<file path="src/rtl/smc_loop_sequencer.sv">
// Sample-rate sequencer for the smc_simple core: period tick, operand capture with
// backward-difference velocity, settle window, output clamp and valid/ready delivery.
module smc_loop_sequencer #(
  parameter int                 PERIOD = 1000,
  parameter int                 SETTLE = 4,
  parameter logic signed [31:0] U_MAX  = 32'sd2000000
) (
  input  logic               clk,
  input  logic               rst,
  input  logic               enable,
  input  logic signed [31:0] thetad,
  input  logic signed [31:0] dthetad,
  input  logic signed [31:0] ddthetad,
  input  logic signed [31:0] theta_in,
  output logic signed [31:0] smc_thetad,
  output logic signed [31:0] smc_dthetad,
  output logic signed [31:0] smc_ddthetad,
  output logic signed [31:0] smc_theta,
  output logic signed [31:0] smc_dtheta,
  input  logic signed [31:0] smc_u,
  output logic signed [31:0] u_out,
  output logic               u_valid,
  input  logic               u_ready,
  output logic               sat_flag,
  output logic [15:0]        overrun_cnt
);

  localparam int CW = $clog2(PERIOD + 1);
  localparam int SW = $clog2(SETTLE + 1);
  localparam logic signed [32:0] D_MAX = 33'sd2147483647;
  localparam logic signed [32:0] D_MIN = -33'sd2147483647;

  typedef enum logic [2:0] {S_IDLE, S_WAIT, S_CAPTURE, S_SETTLE, S_EVAL} state_t;

  state_t                state, state_n;
  logic [CW-1:0]         cnt;
  logic [SW-1:0]         settle_cnt;
  logic signed [31:0]    theta_prev;
  logic                  first_sample;
  logic                  tick, drop, eval_over;
  logic signed [32:0]    diff;
  logic [16:0]           ovr_sum;
  logic [15:0]           ovr_n;

  // Symmetric saturation of the 33-bit difference; -2^31 is never produced.
  function automatic logic signed [31:0] sat32(input logic signed [32:0] d);
    if (d > D_MAX)      return D_MAX[31:0];
    else if (d < D_MIN) return D_MIN[31:0];
    else                return d[31:0];
  endfunction

  function automatic logic clamp_hit(input logic signed [31:0] v);
    return (v > U_MAX) || (v < -U_MAX);
  endfunction

  function automatic logic signed [31:0] clamp_u(input logic signed [31:0] v);
    if (v > U_MAX)       return U_MAX;
    else if (v < -U_MAX) return -U_MAX;
    else                 return v;
  endfunction

  assign tick      = enable && (cnt == CW'(PERIOD - 1));
  assign drop      = tick && (state != S_WAIT);
  assign eval_over = enable && (state == S_EVAL) && u_valid && !u_ready;
  assign diff      = $signed({theta_in[31], theta_in}) - $signed({theta_prev[31], theta_prev});
  assign ovr_sum   = {1'b0, overrun_cnt} + 17'(drop) + 17'(eval_over);
  assign ovr_n     = ovr_sum[16] ? 16'hFFFF : ovr_sum[15:0];

  always_comb begin
    state_n = state;
    case (state)
      S_IDLE:    if (enable) state_n = S_WAIT;
      S_WAIT:    if (tick) state_n = S_CAPTURE;
      S_CAPTURE: state_n = S_SETTLE;
      S_SETTLE:  if (settle_cnt == SW'(SETTLE - 1)) state_n = S_EVAL;
      S_EVAL:    state_n = S_WAIT;
      default:   state_n = S_IDLE;
    endcase
    if (!enable) state_n = S_IDLE;
  end

  always_ff @(posedge clk or posedge rst) begin
    if (rst) begin
      state       <= S_IDLE;
      cnt         <= '0;
      overrun_cnt <= '0;
    end else begin
      state       <= state_n;
      overrun_cnt <= ovr_n;
      if (!enable || tick) cnt <= '0;
      else                 cnt <= cnt + 1'b1;
    end
  end

  // Capture stage: operands and velocity estimate
  always_ff @(posedge clk or posedge rst) begin
    if (rst) begin
      smc_thetad   <= '0;
      smc_dthetad  <= '0;
      smc_ddthetad <= '0;
      smc_theta    <= '0;
      smc_dtheta   <= '0;
      theta_prev   <= '0;
      first_sample <= 1'b1;
      settle_cnt   <= '0;
    end else if (!enable) begin
      first_sample <= 1'b1;
      settle_cnt   <= '0;
    end else if (state == S_CAPTURE) begin
      smc_thetad   <= thetad;
      smc_dthetad  <= dthetad;
      smc_ddthetad <= ddthetad;
      smc_theta    <= theta_in;
      smc_dtheta   <= first_sample ? 32'sd0 : sat32(diff);
      theta_prev   <= theta_in;
      first_sample <= 1'b0;
      settle_cnt   <= '0;
    end else if (state == S_SETTLE) begin
      settle_cnt   <= settle_cnt + 1'b1;
    end
  end

  // Output stage: clamp and handshake
  always_ff @(posedge clk or posedge rst) begin
    if (rst) begin
      u_out    <= '0;
      u_valid  <= 1'b0;
      sat_flag <= 1'b0;
    end else if (!enable) begin
      u_out    <= '0;
      u_valid  <= 1'b0;
      sat_flag <= 1'b0;
    end else if (state == S_EVAL) begin
      u_out    <= clamp_u(smc_u);
      sat_flag <= clamp_hit(smc_u);
      u_valid  <= 1'b1;
    end else if (u_valid && u_ready) begin
      u_valid  <= 1'b0;
    end
  end

endmodule

</file>
<file path="config.mk">
export PLATFORM = sky130hd
export DESIGN_NAME = smc_loop_sequencer
export DESIGN_NICKNAME = d
export VERILOG_FILES = /design/src/rtl/smc_loop_sequencer.sv
export SDC_FILE = /design/constraint.sdc
export NUM_CORES = 1
export LEC_CHECK = 0
export ABC_AREA = 0
export CAP_MARGIN = 30
export CELL_PAD_IN_SITES_DETAIL_PLACEMENT = 1
export CELL_PAD_IN_SITES_GLOBAL_PLACEMENT = 1
export CORE_ASPECT_RATIO = 0.75
export CORE_MARGIN = 10
export CORE_UTILIZATION = 31
export CTS_CLUSTER_SIZE = 10
export DETAILED_ROUTE_END_ITERATION = 8
export PLACE_DENSITY_LB_ADDON = 0.1
export SKIP_CTS_REPAIR_TIMING = 1
export SYNTH_ARGS = -nofsm -noshare
export SYNTH_HDL_FRONTEND = slang
export SYNTH_SLANG_ARGS = --single-unit
export TNS_END_PERCENT = 100
</file>
<file path="constraint.sdc">
create_clock -name clk -period 7.5 [get_ports clk]
set_input_delay 1.5 -clock clk [delete_from_list [all_inputs] [get_ports clk]]
set_output_delay 1.5 -clock clk [all_outputs]
set_load 0.01 [all_outputs]
</file>
Yosys cells after proc, flatten, opt, wreduce, memory -nomap -nowiden
Cells that the tools add are included.
- add/sub/neg operators: 5
- reductions and logical operators: 14
- equal/unequal tests: 13
- muxes and demuxes: 23
- $lt $le $gt $ge: 4
- operator list (kind ; number):
    32-bit 2-to-1 mux ; 7
    33-bit by 32-bit greater-than comparator with 1-bit output (second input constant) ; 1
    33-bit by 32-bit < comparator with 1-bit output (second input constant) ; 1
    32-bit by 32-bit subtractor with 33-bit output ; 1
    32-bit by 22-bit greater-than comparator with 1-bit output (second input constant) ; 1
    32-bit by 22-bit < comparator with 1-bit output (second input constant) ; 1
    3-bit 2-to-1 mux ; 6
    16-bit by 1-bit adder with 17-bit output ; 1
    17-bit by 1-bit adder with 17-bit output ; 1
    16-bit 2-to-1 mux ; 1
    3-bit one-hot mux with 4 select lines ; 1
    10-bit by 1-bit adder with 10-bit output (second input constant) ; 1
    10-bit == test (second input constant) ; 1
    10-bit 2-to-1 mux ; 1
    3-bit by 2-bit == test with 1-bit output (second input constant) ; 3
    3-bit by 1-bit != test with 1-bit output (second input constant) ; 3
    1-bit 2-to-1 mux ; 7
    1-bit logical AND ; 6
    3-bit != test (second input constant) ; 2
    2-bit by 1-bit != test with 1-bit output (second input constant) ; 2
    2-bit AND reduction ; 2
    3-bit by 1-bit adder with 3-bit output (second input constant) ; 1
    3-bit by 1-bit == test with 1-bit output (second input constant) ; 1
    3-bit == test (second input constant) ; 1
    other kinds (4) ; 6
- input bits: 164
- output and inout port bits: 210
- bits in registers: 227
- logic and storage cells: 72

Logic depth before layout (Yosys ltp)
Gate-level depths: netlist of run 1.
- word-level depth: 6
- depth in mapped cells: 13
- gate-level depth less buffers: 12

Worst setup path after synthesis of run 1
Ideal clock, no wire load.
- path kind: input -> register
- start: in theta_in[0]
- end: reg smc_dtheta[0]
- arrival: 4.127 ns
- data required time: 7.431 ns
- setup time: 0.069 ns
- slack: 3.304 ns
- path buffers: 0
- stages: 12
- path through: inv_1 -> ha_1 -> fa_1 -> nand2b_1 -> a211oi_1 -> nor2_1 -> o31ai_1 -> xor2_1 -> or4_1 -> nor4_2 -> nand4_1 -> nand3_1
- cells in the longest elaborated chain, start to end: 5
- elaborated cells between the ends (all ways): 6
- those cells by class: add/sub (1); order compare (2); mux (3)
- ends and longest elaborated chain (what ; line ; RTL):
    start: declaration ; 14 ; input logic signed [31:0] theta_in,
    32-bit by 32-bit subtractor with 33-bit output * ; 65 ; assign diff = $signed({theta_in[31], theta_in}) - $signed({theta_prev[31], theta_prev});
    33-bit by 32-bit < comparator with 1-bit output ; 48 ; else if (d < D_MIN) return D_MIN[31:0];
    32-bit 2-to-1 mux ; 48 ;
    32-bit 2-to-1 mux * ; 47 ; if (d > D_MAX) return D_MAX[31:0];
    32-bit 2-to-1 mux * ; 114 ; smc_dtheta <= first_sample ? 32'sd0 : sat32(diff);
    end signal: assignment ; 114 ;
    end: declaration ; 19 ; output logic signed [31:0] smc_dtheta,
Mark *: on every way between the ends. The rest lies on a longest branch, timed or not.
A chain may end at the register's enable or synchronous reset.

Worst setup path in the final report of run 1
- start: in theta_in[0]
- end: reg smc_dtheta[17]
Same word-level chain as after synthesis.

==> results of run 1 <==
[placed cells by master, fill, tap and decap left out, types with 9 or more instances in the layout]
cell type	netlist	routed
nand2_1	415	415
clkdlybuf4s50_1	0	373
dfrtp_1	226	226
o21ai_0	89	89
nor2_1	77	77
a21oi_1	63	63
inv_1	51	50
ha_1	37	37
clkbuf_16	0	29
nand3_1	23	23
xor2_1	23	23
nand4_1	18	18
o21ai_1	18	18
nor3_1	15	15
xnor2_1	14	14
o21a_1	13	13
a211oi_1	12	12
a21o_1	12	12
o211ai_1	11	11
and3_1	9	9
clkbuf_1	47	9
buf_4	4	9
[layout make-up]
type | instances | area [um2] | share of cell area (%)
multi-input combinational | 985 | 5400 | 32.5
timing repair buffer | 384 | 3850 | 23.2
clock inverter | 3 | 18.8 | 0.113
antenna | 5 | 12.5 | 0.0753
sequential | 227 | 5680 | 34.2
inverter | 51 | 195 | 1.17
clock buffer | 43 | 828 | 4.99
tap | 504 | 631 | 3.80
[sequential cells by signal, summed over array words and instances (netlist names)]
register      count
smc_thetad       32
theta_prev       32
smc_ddthetad     32
state             3
overrun_cnt      16
smc_dthetad      32
first_sample      1
u_valid           1
cnt              10
sat_flag          1
settle_cnt        3
smc_dtheta       32
u_out            32
[worst max-delay path by stage]
stage                           start              to  depth (start not counted)
after floorplan                   rst          cnt[0]                          1
after global placement    theta_in[0]  smc_dtheta[26]                         13
after detailed placement  theta_in[0]  smc_dtheta[17]                         13
after CTS                 theta_in[0]  smc_dtheta[17]                         13
after global routing      theta_in[0]  smc_dtheta[10]                         13
final                     theta_in[0]  smc_dtheta[17]                         13
[cells by family after synthesis]
family | after synthesis
simple gates | 619
compound gates | 287
flops | 227
buf+inv | 113
xor+xnor | 39
fa+ha+maj | 39
mux | 1
[routing by layer]
layer	GRT usage, %	share of wire [%]	vias to the layer above
met5	0	0.066	-
met1	23.8	44	5317
met2	30.7	47	258
li1	-	-	5205
met4	5.02	2.5	4
met3	5.47	6.7	56
[worst reg2reg max path: stages (launching register included)]
cell and delay, ps:
dfrtp_1 390, ha_1 220, fa_1 400, nand2b_1 190, a211oi_1 410, o21ai_2 180, a21oi_2 350, o21ai_0 200
a21oi_1 390, nand2_1 410, nand2_1 190, a32o_1 180
[stage by stage]
step / area [um2] / power (mW) / instances / hold WS, ps
after global placement: 15700 / 1.84 / 2150 / 444
after floorplan: 11500 / 1.58 / 1325 / 433
after global routing: 16600 / 3.27 / 2200 / 486
after CTS: 16600 / 3.15 / 2196 / 464
final: 16600 / 3.11 / 2202 / 464
after detailed placement: 15700 / 1.85 / 2150 / 457
[power breakdown]
group	leakage, nW	switching (mW)	internal [mW]
Sequential	3.00	0.0220	1.26
Clock	0.416	0.533	0.749
Combinational	4.21	0.294	0.247
Total	7.63	0.849	2.26
==> impl_metrics.yaml, run 1 <==
yosys:
  syn_area_per_cell_um2: 8.69
  synth-edff-count: 0
  synth_top_area_share_pct: 49.1
  synth-simple-area-share_pct: 23.1
  synth-warning-count: 0
  synth_xor_area_share_pct: 3.20
  syn_inst: 1325
  synth_top_family_by_area: "simple AND/OR/NAND/NOR gates"
  synth_fa_ha_area_share_pct: 4.37
  yosys.area.top_type: "dfrtp_1"
  muxShareOfSynthArea_pct: 0.0978
  seq_area_frac_synth_pct: 49.4
  synthTopCellsByCount: "nand2_1 (415), dfrtp_1 (226), o21ai_0 (89), nor2_1 (77), a21oi_1 (63)"
  synth_area_leaders: "dfrtp_1 (49%), nand2_1 (14%), ha_1 (4.0%)"
  ys_ff_latch: 227
  syn_nets: 1528
  ys_async_sr_fraction_pct: 100
  synthFlopType: "dfrtp_1"
  ys_types: 76
  synth.most_common_cell: "nand2_1"
  netlist_area_mm2: 0.0115
  synth-compound-area-share_pct: 15.9
timing:
  maxSlewViolCount: 0
  skew_ps: 10.9
  hold_viol: 0
  slew_headroom_pct: 39.5
  grt_setup_unrepaired: "false"
  fin_crit_sh_pct: 62.0
  fmax_mhz: 215
  finalWorstSetupSlack_ps: 2850
  finalSetupTns_ps: 0
  fin_crit_ps: 4650
  finalSetupViolCount: 0
  tightest_slew_ps: 896
drt:
  firstDrtPassIters: 5
  viasPerCell: 4.92
  wl_per_cell_um: 19.9
  drc: 0
  via_count: 10800
  ant_nets: 0
  routed_wl_mm: 43.7
  dr.first_iter.drc_count: 463
finish:
  area_growth_pct: 44.3
  final_util_pct: 45.1
  fin_nets: 1880
  drive_gt1_share_pct: 4.25
  fillers: 4297
worst_setup_path:
  rrSetupSlack_ps: 3910
  cpPeakStageDelay_ps: 450
  cp_data_arrival_time_ps: 5120
  cp_max_fo: 11
  worst_ep_required_time_ps: 7970
  cp.buffers_inverters: 2
  cp_top_family: "compound AO/OA/AOI/OAI gates"
  worstSetupPathType: "input port to flop"
  reg2reg_depth: 11
  crit_path_top_delay_cell: "clkdlybuf4s50_1"
  crit_chain: "clkdlybuf4s50_1, inv_1, ha_1, fa_1, nand2b_1, a211oi_1, o21ai_2, a21oi_2, o21ai_0, a21oi_1, nand2_1, nand2_1, a32o_1"
  crit_path_end_kind: "flop"
  worstReg2RegEnd: "smc_dtheta[17]"
  cp-start-kind: "input port"
  r2r_start: "theta_prev[0]"
  crit_top_cell: "nand2_1"
placed_design:
  place_worst_setup_slack_ps: 2240
  portBuffers: 373
  gp_congestion: 0.849
  place_hpwl_mm: 33.2
global_routing:
  grt_usage_pct: 18.8
  grt_max_degree: 114
  grt_pass1_wl_mm: 68.6
  grt_antenna_before_repair: 7
  gr-total-overflow: 0
  grt_pass1_vias: 11400
floorplanning:
  fp-row-count: 61
  die-width_um: 243
  io_pins: 374
  die_h_um: 187
  core_mm2: 0.0369
  start_util_pct: 31.2
  die_area_mm2: 0.0453
clock_network:
  cts_buffers: 28
  cts_sinks: 227
  clkTransAtPathRegs_ps: 60
  clkLatencyLatePin_ps: 550
  cts-root-buf: "clkbuf_16"
  cts-htree-levels: 1
  clk_path_buf_depth: 3
  cts_tree: "built"
run:
  max_cap_viol_count: 0
power:
  ir_drop_mv: 0.140
  leakagePower_nw: 7.63
  p_per_area_mw_per_mm2: 187
run_status:
  status: "completed"
hold_path:
  hold_class: "flop to flop"
  holdPathStages: 1
  hold_end: "cnt[0]"
  worst_hold_startpoint: "cnt[0]"
No activity file was read; power rests on OpenSTA's default activity.
==> inputs of run 2 (changes only) <==
CORE_UTILIZATION = 32   (was 31)
clock period = 4.3 ns   (was 7.5 ns; I/O delays follow)
==> run 2 against run 1 <==
Net effect: critical path type unchanged; largest power group is now clock; register-to-register slack got worse by 3000 ps; die area fell by 2.8%; largest cell class unchanged; clock skew rose by 4.3 ps; sequential cell count did not move; global-route usage rose by 0.85 points; clock-buffer cell count did not move; worst hold slack got worse by 2.1 ps; cell count fell by 0.32%; critical path depth rose by 1; critical endpoint is now smc_dtheta[0].
==> impl_metrics.yaml, run 2 (same netlist as run 1, synthesis figures left out) <==
finish:
  mostFrequentLayoutCells: "nand2_1 (415), clkdlybuf4s50_1 (373), dfrtp_1 (226)"
  drive_gt1_share_pct: 6.02
  stdcell_area_mm2: 0.0169
  seq_area_mm2: 0.00568
  fin_nets: 1914
  layout_commonest_cell: "nand2_1"
  fin_cells: 2195
  multiInputGateArea_mm2: 0.00540
  area_growth_pct: 46.6
  final_util_pct: 47.3
  fillers: 4170
worst_setup_path:
  crit_chain: "clkdlybuf4s50_1, inv_1, ha_1, fa_1, nand2b_1, a211oi_1, buf_4, nor2_1, o31ai_1, xor2_1, or4_1, nor4_2, nand4_1, nand3_1"
  cp.buffers_inverters: 3
  cp_max_fo: 3
  worstSetupPathType: "input port to flop"
  cp_data_arrival_time_ps: 4320
  worst_ep_required_time_ps: 4780
  r2r_start: "theta_prev[0]"
  cp-start-kind: "input port"
  crit_path_top_delay_cell: "or4_1"
  cp-startpoint: "theta_in[0]"
  cp_top_family: "simple AND/OR/NAND/NOR gates"
  cpPeakStageDelay_ps: 540
  crit_path_end_kind: "flop"
global_routing:
  grt_pass1_vias: 11600
  grt_antenna_before_repair: 5
  grt_max_degree: 82
  gr-total-overflow: 0
  grt_usage_pct: 19.6
  grt_pass1_wl_mm: 68.9
placed_design:
  place_hpwl_mm: 34.6
  place_inst: 2146
  portBuffers: 373
  place_area_mm2: 0.0160
  place_worst_setup_slack_ps: -56.7
  gp_congestion: 0.869
drt:
  wl_per_cell_um: 20.4
  routed_wl_mm: 44.9
  ant_nets: 0
  via_count: 11000
  drc: 0
  viasPerCell: 4.99
  dr.first_iter.drc_count: 556
  firstDrtPassIters: 4
timing:
  fin_crit_ps: 3840
  grt_setup_unrepaired: "false"
  fmax_mhz: 260
  hold_viol: 0
  fin_crit_sh_pct: 89.3
  maxSlewViolCount: 0
  holdWs_ps: 461
  finalSetupViolCount: 0
  slew_headroom_pct: 39.1
  finalWorstSetupSlack_ps: 460
  tightest_slew_ps: 913
  skew_ps: 15.2
clock_network:
  cts_buffers: 28
  clkTransAtPathRegs_ps: 60
  cts_sinks: 227
  cts_tree: "built"
  cts-htree-levels: 1
  clk_path_buf_depth: 3
  clkLatencyLatePin_ps: 550
  cts-root-buf: "clkbuf_16"
power:
  leakagePower_nw: 7.80
  p_per_area_mw_per_mm2: 325
  ir_drop_mv: 0.346
run:
  max_cap_viol_count: 0
hold_path:
  worst_hold_startpoint: "cnt[0]"
  hold_class: "flop to flop"
floorplanning:
  die_h_um: 184
  core_mm2: 0.0357
  die_area_mm2: 0.0440
  fp-row-count: 60
  die-width_um: 239
  start_util_pct: 32.3
  io_pins: 374
run_status:
  status: "completed"
==> run 2: layout make-up <==
type / count / area share [%]
flip-flops and latches: 227 / 33.7
multi-input cells: 985 / 32.0
repair buffers: 418 / 24.6
clock buffers: 43 / 4.79
well taps: 465 / 3.45
inverters: 51 / 1.16
clock inverters: 3 / 0.252
diodes: 3 / 0.0445
==> run 2: worst paths after layout <==
check / endpoint / depth (start not counted) / slack [ps]
setup / recovery: smc_dtheta[0] / 14 / 460
hold / removal: cnt[0] / 1 / 460
min in group asynchronous: overrun_cnt[15] / 2 / 700
max in group asynchronous: theta_prev[16] / 4 / 2770
setup reg to reg: smc_dtheta[0] / 12 / 880
hold reg to reg: cnt[0] / 1 / 460
==> run 2: where the power goes <==
part           leakage (nW)  internal [mW]  total, mW  switching [mW]
clock                 0.410           1.33       2.25           0.912
sequential             3.00           2.20       2.24          0.0379
combinational          4.39          0.467       1.00           0.533
==> run 2: metal layers <==
metal	up-vias	share of wire (%)	track usage, %
met5	-	0.060	0
met4	4	2.5	5.62
met3	60	5.8	5.04
met2	228	48	32.7
met1	5405	44	24.7
li1	5264	-	-
==> run 2: per-stage QoR <==
stage / total power, mW / setup TNS [ps]
CTS: 5.58 / 0
detailed placement: 3.28 / -56.7
floorplan: 2.76 / 0
global route: 5.76 / 0
global placement: 3.26 / 0
finish: 5.48 / 0
==> variant (config.mk and constraints of run 1) <==
Change the parameter `SETTLE` from 4 to 8.
--- a/src/rtl/smc_loop_sequencer.sv
+++ b/src/rtl/smc_loop_sequencer.sv
@@ -2,7 +2,7 @@
 // backward-difference velocity, settle window, output clamp and valid/ready delivery.
 module smc_loop_sequencer #(
   parameter int                 PERIOD = 1000,
-  parameter int                 SETTLE = 4,
+  parameter int                 SETTLE = 8,
   parameter logic signed [31:0] U_MAX  = 32'sd2000000
 ) (
   input  logic               clk,
Behaviour: same outputs for any inputs over 10 cycles, from zero or initial values and one cycle with rst high; that may be too few to reach the edited logic, so the function may still have changed.
==> variant against run 1 <==
- worst setup slack improved by 0.10 ns
- sequential cell count rose by 1
- cell area about the same
- total power grew 5.4%
- global-route usage is 0.20 points higher
- routed wire length up 3.6%
- combinational power rose by 36%
- register-to-register slack gained 0.10 ns
- first-iteration DRC count rose by 11%
- area after synthesis grew 1.6%
- synthesized cell count up 2.6%
- critical path type unchanged
- largest cell class unchanged
- largest power group unchanged
==> variant: results (changes against run 1) <==
metric,value,unit,change
clk tree area frac,0.0463,,was 0.0510
Netlist cell types,80,,was 76
synthesized net count,1561,,was 1528
CP max-delay cell,a21boi_2,,was clkdlybuf4s50_1
"Seq/Total Area, Yosys",0.488,,was 0.494
clk_skew,0.0130,ns,was 0.0109 ns
HPWL after DPL,34.8,mm,was 33.2 mm
Clock Sink Count,228,,was 227
dpl cells,2173,,was 2150
Worst path max stage delay,0.53,ns,was 0.45 ns
mux share of post-synthesis cell area,0.00631,,was 0.000978
inverter count,45,,was 51
pre-CTS setup slack,2.36,ns,was 2.24 ns
data arrival time of the worst path,5.02,ns,was 5.12 ns
vias,10822,,was 10840
Post-Synth Adder-Cell Area,0.0419,,was 0.0437
First-pass DRT Iterations,4,,was 5
global-route wire length before repair,69.8,mm,was 68.6 mm
met1 WL,19.3,mm,about the same
met1 Usage GRT,0.233,,was 0.238
met2 Use GR,0.333,,was 0.307
complex-gate fraction of the synthesized area,0.153,,was 0.159
layout cells sized above 1,0.0415,,was 0.0425
Leak,7.60,nW,was 7.63 nW
met3 usage,0.0445,,was 0.0547
Sw Share,0.293,,was 0.273
largest cells by area after synthesis,"dfrtp_1 (49%), nand2_1 (14%), ha_1 (3.9%), o21ai_0 (3.4%), a21oi_1 (2.7%)",,"was dfrtp_1 (49%), nand2_1 (14%), ha_1 (4.0%), o21ai_0 (3.9%), a21oi_1 (2.7%)"
largest net degree at the start of global routing,134,,was 114
fraction of area in multi-input gates,0.332,,was 0.325
initial antenna violation count,1,,was 7
Layout Nets,1900,,was 1880
area post-placement,0.0159,mm²,was 0.0157 mm²
n_diodes,2,,was 5
Num CTS Buffers,27,,was 28
maximum fanout along the worst path,21,,was 11
final core occ,0.447,,was 0.451
GRT Total Usage,0.190,,was 0.188
drt initial violations,513,,was 463
# fillers,4342,,was 4297
Seq. cell area,0.00571,mm²,was 0.00568 mm²
commonest cells in the netlist,"nand2_1 (440), dfrtp_1 (227), nor2_1 (81), o21ai_0 (79), a21oi_1 (62)",,"was nand2_1 (415), dfrtp_1 (226), o21ai_0 (89), nor2_1 (77), a21oi_1 (63)"
outcome,"finished, final reports clean",,unchanged
hold_ws,0.460,ns,was 0.464 ns
Cells after Synth,1359,,was 1325
Rel. slew slack,0.382,,was 0.395
Via density,4.88,,was 4.92
==> variant: power by group through the flow <==
stage / registers (W) / clock network, W / logic, W
2_1_floorplan: 0.00137 / 0 / 0.000366
3_3_place_gp: 0.00134 / 0 / 0.000731
3_5_place_dp: 0.00134 / 0 / 0.000738
4_1_cts: 0.00132 / 0.00126 / 0.000743
5_1_grt: 0.00133 / 0.00132 / 0.000804
6_report: 0.00132 / 0.00122 / 0.000734
==> variant: worst max path at each step <==
stage / start / to / slack, ns / cells after the start
after global placement: theta_in[0] / smc_dtheta[22]$_DFFE_PP0P_ / 2.49 / 13
after CTS: theta_in[0] / smc_dtheta[6]$_DFFE_PP0P_ / 2.94 / 13
after floorplan: rst / cnt[0]$_DFF_PP0_ / 3.02 / 1
final: theta_in[0] / smc_dtheta[6]$_DFFE_PP0P_ / 2.95 / 13
after global routing: theta_in[0] / smc_dtheta[6]$_DFFE_PP0P_ / 2.76 / 13
after detailed placement: theta_in[0] / smc_dtheta[22]$_DFFE_PP0P_ / 2.36 / 13
